===== src/rtl/pipe_hazard_ctrl_if.sv =====
// Pipeline hazard control bundle: hazard sources in, stage enables/flushes and status out.
// The master side drives hazard sources; the slave side is the scheduler.
interface pipe_hazard_ctrl_if;
  logic [4:0]  IFIDrs1In;
  logic [4:0]  IFIDrs2In;
  logic        IFIDUsesRs1In;
  logic        IFIDUsesRs2In;
  logic        IDEXMemReadIn;
  logic [4:0]  IDEXrdIn;
  logic        IDEXMdStartIn;
  logic        IDEXMdIsDivIn;
  logic        EXBranchTakenIn;
  logic        MemReqIn;
  logic        MemAckIn;
  logic        pcEnOut;
  logic        ifidEnOut;
  logic        idexEnOut;
  logic        exmaEnOut;
  logic        mawbEnOut;
  logic        ifidFlushOut;
  logic        idexFlushOut;
  logic        exmaBubbleOut;
  logic        mdBusyOut;
  logic [1:0]  stateOut;
  logic [31:0] stallCntOut;

  modport master (
    output IFIDrs1In, IFIDrs2In, IFIDUsesRs1In, IFIDUsesRs2In, IDEXMemReadIn,
           IDEXrdIn, IDEXMdStartIn, IDEXMdIsDivIn, EXBranchTakenIn, MemReqIn, MemAckIn,
    input  pcEnOut, ifidEnOut, idexEnOut, exmaEnOut, mawbEnOut, ifidFlushOut,
           idexFlushOut, exmaBubbleOut, mdBusyOut, stateOut, stallCntOut
  );

  modport slave (
    input  IFIDrs1In, IFIDrs2In, IFIDUsesRs1In, IFIDUsesRs2In, IDEXMemReadIn,
           IDEXrdIn, IDEXMdStartIn, IDEXMdIsDivIn, EXBranchTakenIn, MemReqIn, MemAckIn,
    output pcEnOut, ifidEnOut, idexEnOut, exmaEnOut, mawbEnOut, ifidFlushOut,
           idexFlushOut, exmaBubbleOut, mdBusyOut, stateOut, stallCntOut
  );
endinterface


===== src/rtl/pipe_hazard_ctrl.sv =====
// Stall/flush scheduler for a 5-stage RV32 pipeline: load-use, MUL/DIV occupancy,
// data-memory wait and branch redirect, plus a saturating stall-cycle counter.
module pipe_hazard_ctrl #(
  parameter int MUL_LAT = 3,
  parameter int DIV_LAT = 32,
  parameter int CNT_W   = 6
) (
  input logic              clk,
  input logic              rstn,
  pipe_hazard_ctrl_if.slave bus
);

  typedef enum logic [1:0] {
    RUN      = 2'd0,
    MD_BUSY  = 2'd1,
    MEM_WAIT = 2'd2
  } state_t;

  localparam logic [CNT_W-1:0] MUL_M1 = CNT_W'(MUL_LAT - 1);
  localparam logic [CNT_W-1:0] DIV_M1 = CNT_W'(DIV_LAT - 1);

  state_t           state, state_nxt;
  logic [CNT_W-1:0] cnt, cnt_nxt;
  logic [31:0]      stall_cnt;

  logic pc_en, ifid_en, idex_en, exma_en, mawb_en;
  logic ifid_flush, idex_flush, exma_bubble;
  logic mem_wait, load_use, do_run, do_tail;
  logic [CNT_W-1:0] lat_m1;

  assign mem_wait = bus.MemReqIn & ~bus.MemAckIn;
  assign lat_m1   = bus.IDEXMdIsDivIn ? DIV_M1 : MUL_M1;
  assign load_use = bus.IDEXMemReadIn && (bus.IDEXrdIn != 5'd0) &&
                    ((bus.IFIDUsesRs1In && (bus.IFIDrs1In == bus.IDEXrdIn)) ||
                     (bus.IFIDUsesRs2In && (bus.IFIDrs2In == bus.IDEXrdIn)));

  // NOTE: sequential state uses non-blocking assignments so every register samples pre-edge values.
  always_ff @(posedge clk) begin
    if (!rstn) begin
      state     <= RUN;
      cnt       <= '0;
      stall_cnt <= '0;
    end else begin
      state <= state_nxt;
      cnt   <= cnt_nxt;
      if (!bus.pcEnOut && (stall_cnt != 32'hFFFF_FFFF)) stall_cnt <= stall_cnt + 32'd1;
    end
  end

  // NOTE: every variable gets a default first so no path leaves one unassigned (no latches).
  always_comb begin
    state_nxt   = state;
    cnt_nxt     = cnt;
    pc_en       = 1'b1;
    ifid_en     = 1'b1;
    idex_en     = 1'b1;
    exma_en     = 1'b1;
    mawb_en     = 1'b1;
    ifid_flush  = 1'b0;
    idex_flush  = 1'b0;
    exma_bubble = 1'b0;
    do_run      = 1'b0;
    do_tail     = 1'b0;

    unique case (state)
      RUN: do_run = 1'b1;
      MD_BUSY: begin
        if (mem_wait) begin
          {pc_en, ifid_en, idex_en, exma_en, mawb_en} = '0;
        end else if (cnt > CNT_W'(1)) begin
          {pc_en, ifid_en, idex_en} = '0;
          exma_bubble = 1'b1;
          cnt_nxt     = cnt - CNT_W'(1);
        end else begin
          // Release cycle: the MUL/DIV result moves into EXMA.
          do_tail   = 1'b1;
          cnt_nxt   = '0;
          state_nxt = RUN;
        end
      end
      MEM_WAIT: begin
        if (!bus.MemAckIn) {pc_en, ifid_en, idex_en, exma_en, mawb_en} = '0;
        else do_run = 1'b1;
      end
      default: state_nxt = RUN;
    endcase

    if (do_run) begin
      if (mem_wait) begin
        {pc_en, ifid_en, idex_en, exma_en, mawb_en} = '0;
        state_nxt = MEM_WAIT;
      end else if (bus.IDEXMdStartIn && (lat_m1 != '0)) begin
        {pc_en, ifid_en, idex_en} = '0;
        exma_bubble = 1'b1;
        cnt_nxt     = lat_m1;
        state_nxt   = MD_BUSY;
      end else begin
        do_tail   = 1'b1;
        state_nxt = RUN;
      end
    end

    if (do_tail) begin
      if (bus.EXBranchTakenIn) begin
        ifid_flush = 1'b1;
        idex_flush = 1'b1;
      end else if (load_use) begin
        pc_en      = 1'b0;
        ifid_en    = 1'b0;
        idex_flush = 1'b1;
      end
    end
  end

  // Outputs are forced to the pass-through pattern while reset is held.
  assign bus.pcEnOut       = rstn ? pc_en       : 1'b1;
  assign bus.ifidEnOut     = rstn ? ifid_en     : 1'b1;
  assign bus.idexEnOut     = rstn ? idex_en     : 1'b1;
  assign bus.exmaEnOut     = rstn ? exma_en     : 1'b1;
  assign bus.mawbEnOut     = rstn ? mawb_en     : 1'b1;
  assign bus.ifidFlushOut  = rstn & ifid_flush;
  assign bus.idexFlushOut  = rstn & idex_flush;
  assign bus.exmaBubbleOut = rstn & exma_bubble;
  assign bus.mdBusyOut     = rstn & (state == MD_BUSY);
  assign bus.stateOut      = state;
  assign bus.stallCntOut   = stall_cnt;

endmodule

===== src/flat_wrapper.sv =====
// flat-port wrapper written by rule: the top's interface ports become plain ports
module pipe_hazard_ctrl_flat 
#(
  parameter int MUL_LAT = 3,
  parameter int DIV_LAT = 32,
  parameter int CNT_W   = 6
)
  (clk, rstn, bus_IFIDrs1In, bus_IFIDrs2In, bus_IFIDUsesRs1In, bus_IFIDUsesRs2In, bus_IDEXMemReadIn, bus_IDEXrdIn, bus_IDEXMdStartIn, bus_IDEXMdIsDivIn, bus_EXBranchTakenIn, bus_MemReqIn, bus_MemAckIn, bus_pcEnOut, bus_ifidEnOut, bus_idexEnOut, bus_exmaEnOut, bus_mawbEnOut, bus_ifidFlushOut, bus_idexFlushOut, bus_exmaBubbleOut, bus_mdBusyOut, bus_stateOut, bus_stallCntOut);
  pipe_hazard_ctrl_if bus_i ();
  input logic clk;
  input logic rstn;
  input wire logic [$bits(bus_i.IFIDrs1In)-1:0] bus_IFIDrs1In;
  input wire logic [$bits(bus_i.IFIDrs2In)-1:0] bus_IFIDrs2In;
  input wire logic [$bits(bus_i.IFIDUsesRs1In)-1:0] bus_IFIDUsesRs1In;
  input wire logic [$bits(bus_i.IFIDUsesRs2In)-1:0] bus_IFIDUsesRs2In;
  input wire logic [$bits(bus_i.IDEXMemReadIn)-1:0] bus_IDEXMemReadIn;
  input wire logic [$bits(bus_i.IDEXrdIn)-1:0] bus_IDEXrdIn;
  input wire logic [$bits(bus_i.IDEXMdStartIn)-1:0] bus_IDEXMdStartIn;
  input wire logic [$bits(bus_i.IDEXMdIsDivIn)-1:0] bus_IDEXMdIsDivIn;
  input wire logic [$bits(bus_i.EXBranchTakenIn)-1:0] bus_EXBranchTakenIn;
  input wire logic [$bits(bus_i.MemReqIn)-1:0] bus_MemReqIn;
  input wire logic [$bits(bus_i.MemAckIn)-1:0] bus_MemAckIn;
  output wire logic [$bits(bus_i.pcEnOut)-1:0] bus_pcEnOut;
  output wire logic [$bits(bus_i.ifidEnOut)-1:0] bus_ifidEnOut;
  output wire logic [$bits(bus_i.idexEnOut)-1:0] bus_idexEnOut;
  output wire logic [$bits(bus_i.exmaEnOut)-1:0] bus_exmaEnOut;
  output wire logic [$bits(bus_i.mawbEnOut)-1:0] bus_mawbEnOut;
  output wire logic [$bits(bus_i.ifidFlushOut)-1:0] bus_ifidFlushOut;
  output wire logic [$bits(bus_i.idexFlushOut)-1:0] bus_idexFlushOut;
  output wire logic [$bits(bus_i.exmaBubbleOut)-1:0] bus_exmaBubbleOut;
  output wire logic [$bits(bus_i.mdBusyOut)-1:0] bus_mdBusyOut;
  output wire logic [$bits(bus_i.stateOut)-1:0] bus_stateOut;
  output wire logic [$bits(bus_i.stallCntOut)-1:0] bus_stallCntOut;
  assign bus_i.IFIDrs1In = bus_IFIDrs1In;
  assign bus_i.IFIDrs2In = bus_IFIDrs2In;
  assign bus_i.IFIDUsesRs1In = bus_IFIDUsesRs1In;
  assign bus_i.IFIDUsesRs2In = bus_IFIDUsesRs2In;
  assign bus_i.IDEXMemReadIn = bus_IDEXMemReadIn;
  assign bus_i.IDEXrdIn = bus_IDEXrdIn;
  assign bus_i.IDEXMdStartIn = bus_IDEXMdStartIn;
  assign bus_i.IDEXMdIsDivIn = bus_IDEXMdIsDivIn;
  assign bus_i.EXBranchTakenIn = bus_EXBranchTakenIn;
  assign bus_i.MemReqIn = bus_MemReqIn;
  assign bus_i.MemAckIn = bus_MemAckIn;
  assign bus_pcEnOut = bus_i.pcEnOut;
  assign bus_ifidEnOut = bus_i.ifidEnOut;
  assign bus_idexEnOut = bus_i.idexEnOut;
  assign bus_exmaEnOut = bus_i.exmaEnOut;
  assign bus_mawbEnOut = bus_i.mawbEnOut;
  assign bus_ifidFlushOut = bus_i.ifidFlushOut;
  assign bus_idexFlushOut = bus_i.idexFlushOut;
  assign bus_exmaBubbleOut = bus_i.exmaBubbleOut;
  assign bus_mdBusyOut = bus_i.mdBusyOut;
  assign bus_stateOut = bus_i.stateOut;
  assign bus_stallCntOut = bus_i.stallCntOut;
  pipe_hazard_ctrl #(.MUL_LAT(MUL_LAT), .DIV_LAT(DIV_LAT), .CNT_W(CNT_W)) u_core (.clk(clk), .rstn(rstn), .bus(bus_i));
endmodule

===== config.mk =====
export PLATFORM = sky130hd
export DESIGN_NAME = pipe_hazard_ctrl_flat
export DESIGN_NICKNAME = d
export VERILOG_FILES = /design/src/rtl/pipe_hazard_ctrl_if.sv /design/src/rtl/pipe_hazard_ctrl.sv /design/src/flat_wrapper.sv
export SDC_FILE = /design/constraint.sdc
export NUM_CORES = 1
export LEC_CHECK = 0
export BUFFER_PORTS_ARGS = -buffer_cell sky130_fd_sc_hd__buf_2
export CORE_UTILIZATION = 36
export DETAILED_ROUTE_END_ITERATION = 6
export GPL_TIMING_DRIVEN = 0
export HOLD_SLACK_MARGIN = 0.08
export PLACE_DENSITY_LB_ADDON = 0.2
export SETUP_SLACK_MARGIN = 0.2
export SLEW_MARGIN = 10
export SYNTH_ARGS = -nofsm -noshare
export SYNTH_HDL_FRONTEND = slang
export SYNTH_SLANG_ARGS = --single-unit

===== constraint.sdc =====
create_clock -name clk -period 3.17 [get_ports clk]
set_input_delay 0.634 -clock clk [delete_from_list [all_inputs] [get_ports clk]]
set_output_delay 0.634 -clock clk [all_outputs]
set_load 0.005 [all_outputs]

==> impl_metrics.py, run 1 <==
metrics = {
    "logic_synthesis": {
        "ys_seq_area_share_pct": 32.0,
        "syn_nets": 350,
        "synth_seq_cells": 40,
        "synth_top_cells_by_area": "dfxtp_1, a21oi_1, nand2_1, o31ai_1, or4_1",
        "synthesis.area_sq_um": 2500,
        "synth_top_flop_cell": "dfxtp_1",
        "yosys.area.top_type": "dfxtp_1",
        "synth_cell_types": 42,
        "netlist.area_leader.share_pct": 32.0,
        "synthCells": 318,
        "avgSynthCellArea_sq_um": 7.86,
        "yosysWarningCount": 0,
        "synth_edf_count": 0,
        "async_reset_ff_share_pct": 0,
    },
    "die": {
        "chipHeight_um": 85.3,
        "start_util_pct": 37.0,
        "rows": 30,
        "core_area_sq_um": 6760,
        "io_pins": 68,
        "die-area_sq_um": 7280,
        "die-width_um": 85.3,
    },
    "placed_design": {
        "placed_cells": 465,
        "dp_slack_ns": -0.336,
        "postPlaceCellArea_sq_um": 2940,
        "numPortBuffers": 67,
        "place_hpwl_um": 5280,
        "gp_congestion": 0.880,
    },
    "timing": {
        "relSlewSlack_pct": 54.6,
        "skew_ns": 0.00443,
        "maxSlewViolCount": 0,
        "hold_viol_final": 0,
        "setup_tns_ns": 0,
        "fmax_mhz": 327,
        "period_minus_slack_ns": 3.06,
        "tightest_slew_ns": 0.676,
        "rsz0062_at_grt": "yes",
        "whs_ns": 0.488,
        "setup_slack_ns": 0.111,
        "setup_viol": 0,
        "period_share_pct": 96.5,
    },
    "critical_path": {
        "crit_path_end_kind": "primary output",
        "arrival_ns": 2.43,
        "cp-startpoint": "u_core.cnt[3]",
        "rr_endpoint": "u_core.bus.stallCntOut[31]",
        "cp.required_ns": 2.54,
        "path_max_fanout": 4,
        "startpoint_type": "flop",
        "r2r_start": "u_core.cnt[3]",
        "reg2reg_slack_ns": 0.36,
        "path_class": "flop to primary output",
        "cp-endpoint": "bus_pcEnOut",
        "r2r_cells": 11,
    },
    "outcome": {
        "violations": "DRC",
        "outcome": "finished with violations",
    },
    "global_route": {
        "antenna_found_initial": 0,
        "grt_pass1_wl_um": 12000,
        "grt_pass1_vias": 2543,
        "grt_use_total_pct": 20.8,
        "grt_max_degree": 12,
        "grt_overflow": 0,
    },
    "routing": {
        "ant_nets": 0,
        "routedWlPerCell_um": 15.1,
        "firstDrtPassIters": 6,
        "num_vias": 2710,
        "routed_via_density": 5.62,
        "drt-total-wl_um": 7270,
        "drt-initial-drc-count": 187,
        "drc": 1,
    },
    "power": {
        "clockPowerShare_pct": 31.7,
        "switching_share_pct": 28.1,
        "internal_power_mw": 0.830,
        "p_sw_mw": 0.325,
        "p_leak_nw": 1.23,
        "seqPwrFrac_pct": 45.7,
        "comb_power_share_pct": 22.6,
        "power.density_nw_per_um2": 363,
        "peakVddDrop_uv": 144,
    },
    "cts": {
        "clkTransAtPathRegs_ns": 0.07,
        "cts_tree": "yes",
        "cts-root-buf": "clkbuf_8",
        "cts_max_level": 2,
        "clkLatencyLatePin_ns": 0.29,
        "clkSinkCount": 40,
        "numCtsBuffers": 5,
        "clock_path_buffers": 2,
    },
    "finish": {
        "nets": 434,
        "drive_gt1_share_pct": 25.6,
        "area_delta_synth_final_pct": 27.1,
        "stdcell_area_sq_um": 3180,
        "layout_commonest_cell": "buf_2",
        "final_cell_mix": "buf_2, dfxtp_1, nand2_1",
        "diodes": 0,
        "layout.cells.non_filler": 482,
        "nFillCells": 711,
    },
    "min_path": {
        "hold_class": "flop to flop",
    },
    "flow_run": {
        "drv_cap": 0,
    },
}
-- Yosys cell counts (8+ instances only) --
cell type   n
and2_1      8
o21ai_0    16
xnor2_1    11
o31ai_1    13
clkbuf_1   12
a21oi_1    32
nor2_1     10
nand4_1    15
or4_1      13
and3_1      9
dfxtp_1    40
nand3_1    12
inv_1       9
or3_1      11
nand2b_1    8
nand2_1    34
-- how the worst min path moves through the flow --
stage	from	end	slack, ns	depth (start not counted)
6_report	u_core.bus.stallCntOut[29]	u_core.bus.stallCntOut[29]	0.49	2
5_1_grt	u_core.bus.stallCntOut[10]	u_core.bus.stallCntOut[10]	0.52	2
4_1_cts	u_core.bus.stallCntOut[29]	u_core.bus.stallCntOut[29]	0.49	2
3_5_place_dp	u_core.bus.stallCntOut[29]	u_core.bus.stallCntOut[29]	0.48	2
3_3_place_gp	u_core.bus.stallCntOut[29]	u_core.bus.stallCntOut[29]	0.47	2
2_1_floorplan	u_core.bus.stallCntOut[22]	u_core.bus.stallCntOut[22]	0.47	2
-- power by group through the flow --
stage	registers [mW]	clock network [mW]	logic [mW]
finish	0.528	0.366	0.261
global route	0.530	0.396	0.283
CTS	0.528	0.380	0.259
detailed placement	0.540	0	0.216
global placement	0.540	0	0.213
floorplan	0.538	0	0.138
-- metal layers --
| metal | track usage [%] | share of wire (%) | up-vias |
|---|---|---|---|
| met5 | 0 | 0 | - |
| met4 | 6.97 | 1.6 | 0 |
| met3 | 3.31 | 4.6 | 9 |
| met2 | 34.6 | 46 | 80 |
| met1 | 27.5 | 47 | 1267 |
| li1 | - | - | 1354 |
-- through the flow --
step / utilization, % / power, mW
floorplan: - / 0.676
global placement: 43.4 / 0.753
detailed placement: 43.4 / 0.756
CTS: 46.9 / 1.17
global route: 47.0 / 1.21
finish: 47.0 / 1.15
-- flip-flops by register name, summed over array words and instances (netlist names) --
register	flops
u_core.bus.stallCntOut	32
u_core.cnt	6
u_core.bus.stateOut	2
-- kinds of logic after synthesis --
| logic type | count (synthesis) | synth area share (%) |
|---|---|---|
| AOI/OAI and AO/OA | 79 | 19.9 |
| xor gates and xnor gates | 11 | 3.85 |
| adders and majority gates | 7 | 3.50 |
| buffers and inverters | 30 | 5.61 |
| DFF | 40 | 32.0 |
| muxes | 7 | 2.80 |
| and+or+nand+nor | 144 | 32.3 |
-- area by class of cell --
type                            count  area, sq um  area share, %
Buffer                             20          128           4.02
Clock buffer                        7         96.3           3.03
Inverter                           10         45.0           1.42
Multi-Input combinational cell    248         1590           50.0
Sequential cell                    40          803           25.3
Tap cell                           80          100           3.15
Timing Repair Buffer               77          417           13.1
-- worst max-delay path: stages (launching register included) --
cell,delay (ns)
dfxtp_2,0.33
or4_4,0.54
o41ai_2,0.38
a31oi_2,0.16
a41o_4,0.29
inv_8,0.06
buf_8,0.09
buf_8,0.10
buf_6,0.09
buf_6,0.08
-- repair_timing --
action | 4_1_cts | 5_1_grt
pin swaps | 5 | 0
endpoints found under the setup margin | 3 | 13
gates resized for setup | 16 | 3
setup buffers | 10 | 0
hold buffers | 0 | 0
(Power assumes the default switching activity.)
==> run 2: changes to the inputs <==
--- a/config.mk
+++ b/config.mk
@@ -6,5 +6,7 @@
 export NUM_CORES = 1
 export LEC_CHECK = 0
+export ABC_AREA = 1
 export BUFFER_PORTS_ARGS = -buffer_cell sky130_fd_sc_hd__buf_2
+export CORE_MARGIN = 3
 export CORE_UTILIZATION = 36
 export DETAILED_ROUTE_END_ITERATION = 6
==> constraint.sdc (replaced) <==
create_clock -name clk -period 3.17 [get_ports clk]
set_input_delay 0.4755 -clock clk [delete_from_list [all_inputs] [get_ports clk]]
set_output_delay 0.4755 -clock clk [all_outputs]
set_load 0.005 [all_outputs]
==> impl_metrics.py, run 2 <==
metrics = {
    "outcome": {
        "outcome": "finished, final reports clean",
    },
    "routing": {
        "routed_via_density": 4.93,
        "drt-initial-drc-count": 146,
        "routedWlPerCell_um": 12.6,
        "drc": 0,
        "num_vias": 3040,
        "drt-total-wl_um": 7800,
        "ant_nets": 0,
        "firstDrtPassIters": 4,
    },
    "logic_synthesis": {
        "synth_edf_count": 0,
        "netlist.area_leader.share_pct": 28.1,
        "async_reset_ff_share_pct": 0,
        "synth_seq_cells": 40,
        "yosysWarningCount": 0,
        "ys_seq_area_share_pct": 28.1,
        "avgSynthCellArea_sq_um": 6.41,
        "syn_nets": 476,
        "yosysMostFrequentCell": "nand2_1",
        "yosys.area.top_type": "dfxtp_1",
        "synth_top_cells_by_area": "dfxtp_1, nand2_1, xor2_1, nand3_1, a21oi_1",
        "synth_common_cells": "nand2_1, nor2_1, nand3_1, dfxtp_1, a21oi_1",
        "synth_top_flop_cell": "dfxtp_1",
        "synthCells": 444,
        "synth_cell_types": 30,
        "synthesis.area_sq_um": 2850,
    },
    "placed_design": {
        "place_hpwl_um": 6220,
        "postPlaceCellArea_sq_um": 3300,
        "placed_cells": 609,
        "numPortBuffers": 66,
        "gp_congestion": 0.947,
    },
    "die": {
        "chipHeight_um": 94.9,
        "rows": 31,
        "io_pins": 68,
        "die-area_sq_um": 9010,
        "core_area_sq_um": 7450,
        "start_util_pct": 38.2,
        "die-width_um": 94.9,
    },
    "critical_path": {
        "arrival_ns": 2.25,
        "crit_path_end_kind": "primary output",
        "path_max_fanout": 10,
        "cp.required_ns": 2.69,
        "slowest_stage": "dfxtp_1",
        "path_class": "flop to primary output",
        "max_stage_delay_ns": 0.34,
        "startpoint_type": "flop",
        "crit_chain": "inv_1 > ha_1 > nand2_2 > o21ai_1 > nand2_1 > nor2_2 > nand3_2 > nand2_4 > buf_4 > inv_1 > buf_4 > buf_2",
        "crit_family": "simple AND/OR/NAND/NOR gates",
        "cp.buffers_inverters": 5,
    },
    "timing": {
        "setup_viol": 0,
        "fmax_mhz": 367,
        "rsz0062_at_grt": "no",
        "tightest_slew_ns": 0.552,
        "maxSlewViolCount": 0,
        "relSlewSlack_pct": 63.2,
        "hold_viol_final": 0,
        "period_minus_slack_ns": 2.72,
        "setup_tns_ns": 0,
        "skew_ns": 0.00269,
        "period_share_pct": 85.8,
    },
    "power": {
        "p_leak_nw": 1.51,
        "seqPwrFrac_pct": 44.9,
        "clockPowerShare_pct": 39.2,
        "power.density_nw_per_um2": 341,
        "total_power_mw": 1.17,
        "switching_share_pct": 26.0,
        "peakVddDrop_uv": 158,
        "internal_power_mw": 0.865,
        "p_sw_mw": 0.304,
        "comb_power_share_pct": 16.0,
    },
    "finish": {
        "nets": 549,
        "ff_latch_area_sq_um": 801,
        "diodes": 0,
        "drive_gt1_share_pct": 20.1,
        "nFillCells": 802,
        "stdcell_area_sq_um": 3430,
        "final_cell_mix": "nand2_1, buf_2, nor2_1",
        "area_delta_synth_final_pct": 20.4,
        "layout_commonest_cell": "nand2_1",
        "multiInputGateArea_sq_um": 1790,
        "layout.cells.non_filler": 617,
        "largest_reg_flops": 32,
    },
    "cts": {
        "cts_tree": "yes",
        "cts_max_level": 2,
        "clkLatencyLatePin_ns": 0.29,
        "clock_path_buffers": 2,
        "cts_hold_buffers": 0,
        "cts_setup_buffers": 0,
        "clkSinkCount": 40,
        "ctsResizeCount": 0,
        "cts-root-buf": "clkbuf_8",
        "clkTransAtPathRegs_ns": 0.08,
        "numCtsBuffers": 5,
    },
    "global_route": {
        "grt_use_total_pct": 18.1,
        "grt_pass1_wl_um": 13200,
        "grt_max_degree": 13,
        "antenna_found_initial": 0,
        "grt_pass1_vias": 2854,
        "grt_overflow": 0,
    },
    "min_path": {
        "hold_class": "input port to flop",
    },
    "flow_run": {
        "drv_cap": 0,
    },
}
run 2: cell types whose count changed after synthesis, sizes merged, moves of 11 or more:
cell	delta
nand3	+37
inv	+33
nor3	+12
xor2	+26
or4	-14
nand2	+88
nor2	+43
or3	-11
o31ai	-13
run 2: layout make-up:
| cell class | instances | share of cell area, % |
|---|---|---|
| Multi-Input combinational cell | 346 | 52.2 |
| Sequential cell | 40 | 23.4 |
| Timing Repair Buffer | 66 | 9.64 |
| Inverter | 43 | 4.71 |
| Tap cell | 99 | 3.61 |
| Buffer | 15 | 2.85 |
| Clock buffer | 7 | 2.81 |
| Clock inverter | 1 | 0.876 |
run 2: worst paths after layout:
kind | slack, ns | end | start | depth (start not counted)
worst max-delay path | 0.45 | bus_pcEnOut | u_core.bus.stateOut[1] | 12
worst min-delay path | 0.47 | u_core.cnt[4] | bus_IDEXMdIsDivIn | 3
worst max register to register | 1.12 | u_core.bus.stallCntOut[30] | u_core.bus.stallCntOut[1] | 10
worst min register to register | 0.50 | u_core.bus.stallCntOut[3] | u_core.bus.stallCntOut[3] | 2
run 2: worst register-to-register path: stages, from the launching register on:
cell,delay [ns]
dfxtp_1,0.42
ha_1,0.24
nand2_1,0.08
nand3b_4,0.21
inv_2,0.08
nand4_2,0.07
nor2_2,0.10
nand3_2,0.16
clkbuf_1,0.31
nand3_1,0.17
a21oi_1,0.07
run 2: cells by family after synthesis:
kind of cell	share of synthesized area, %
AOI/OAI and AO/OA	9.58
xor gates and xnor gates	10.1
adders and majority gates	3.08
buffers and inverters	9.09
DFF	28.1
and+or+nand+nor	40.0
run 2: metrics by stage:
stage                     util, %  worst slack (ns)  hold WS, ns
after global routing         46.0             0.272        0.490
after detailed placement     44.3             0.750        0.481
after CTS                    46.0             0.457        0.467
final                        46.0             0.449        0.472
after floorplan                 -              1.13        0.475
after global placement       44.3             0.768        0.479
run 2: per-layer routing:
metal | wire length [um] | part of all wire, % | GRT usage [%]
met5 | 0 | 0 | 0
met4 | 111 | 1.4 | 4.93
met3 | 470 | 6.0 | 3.11
met2 | 3550 | 45 | 29.7
met1 | 3670 | 47 | 24.5
run 2: power groups by stage:
stage / clock (mW) / sequential [mW] / combinational (mW)
floorplan: 0 / 0.534 / 0.128
global placement: 0 / 0.536 / 0.185
detailed placement: 0 / 0.536 / 0.186
CTS: 0.470 / 0.524 / 0.188
global route: 0.487 / 0.526 / 0.215
finish: 0.458 / 0.525 / 0.187
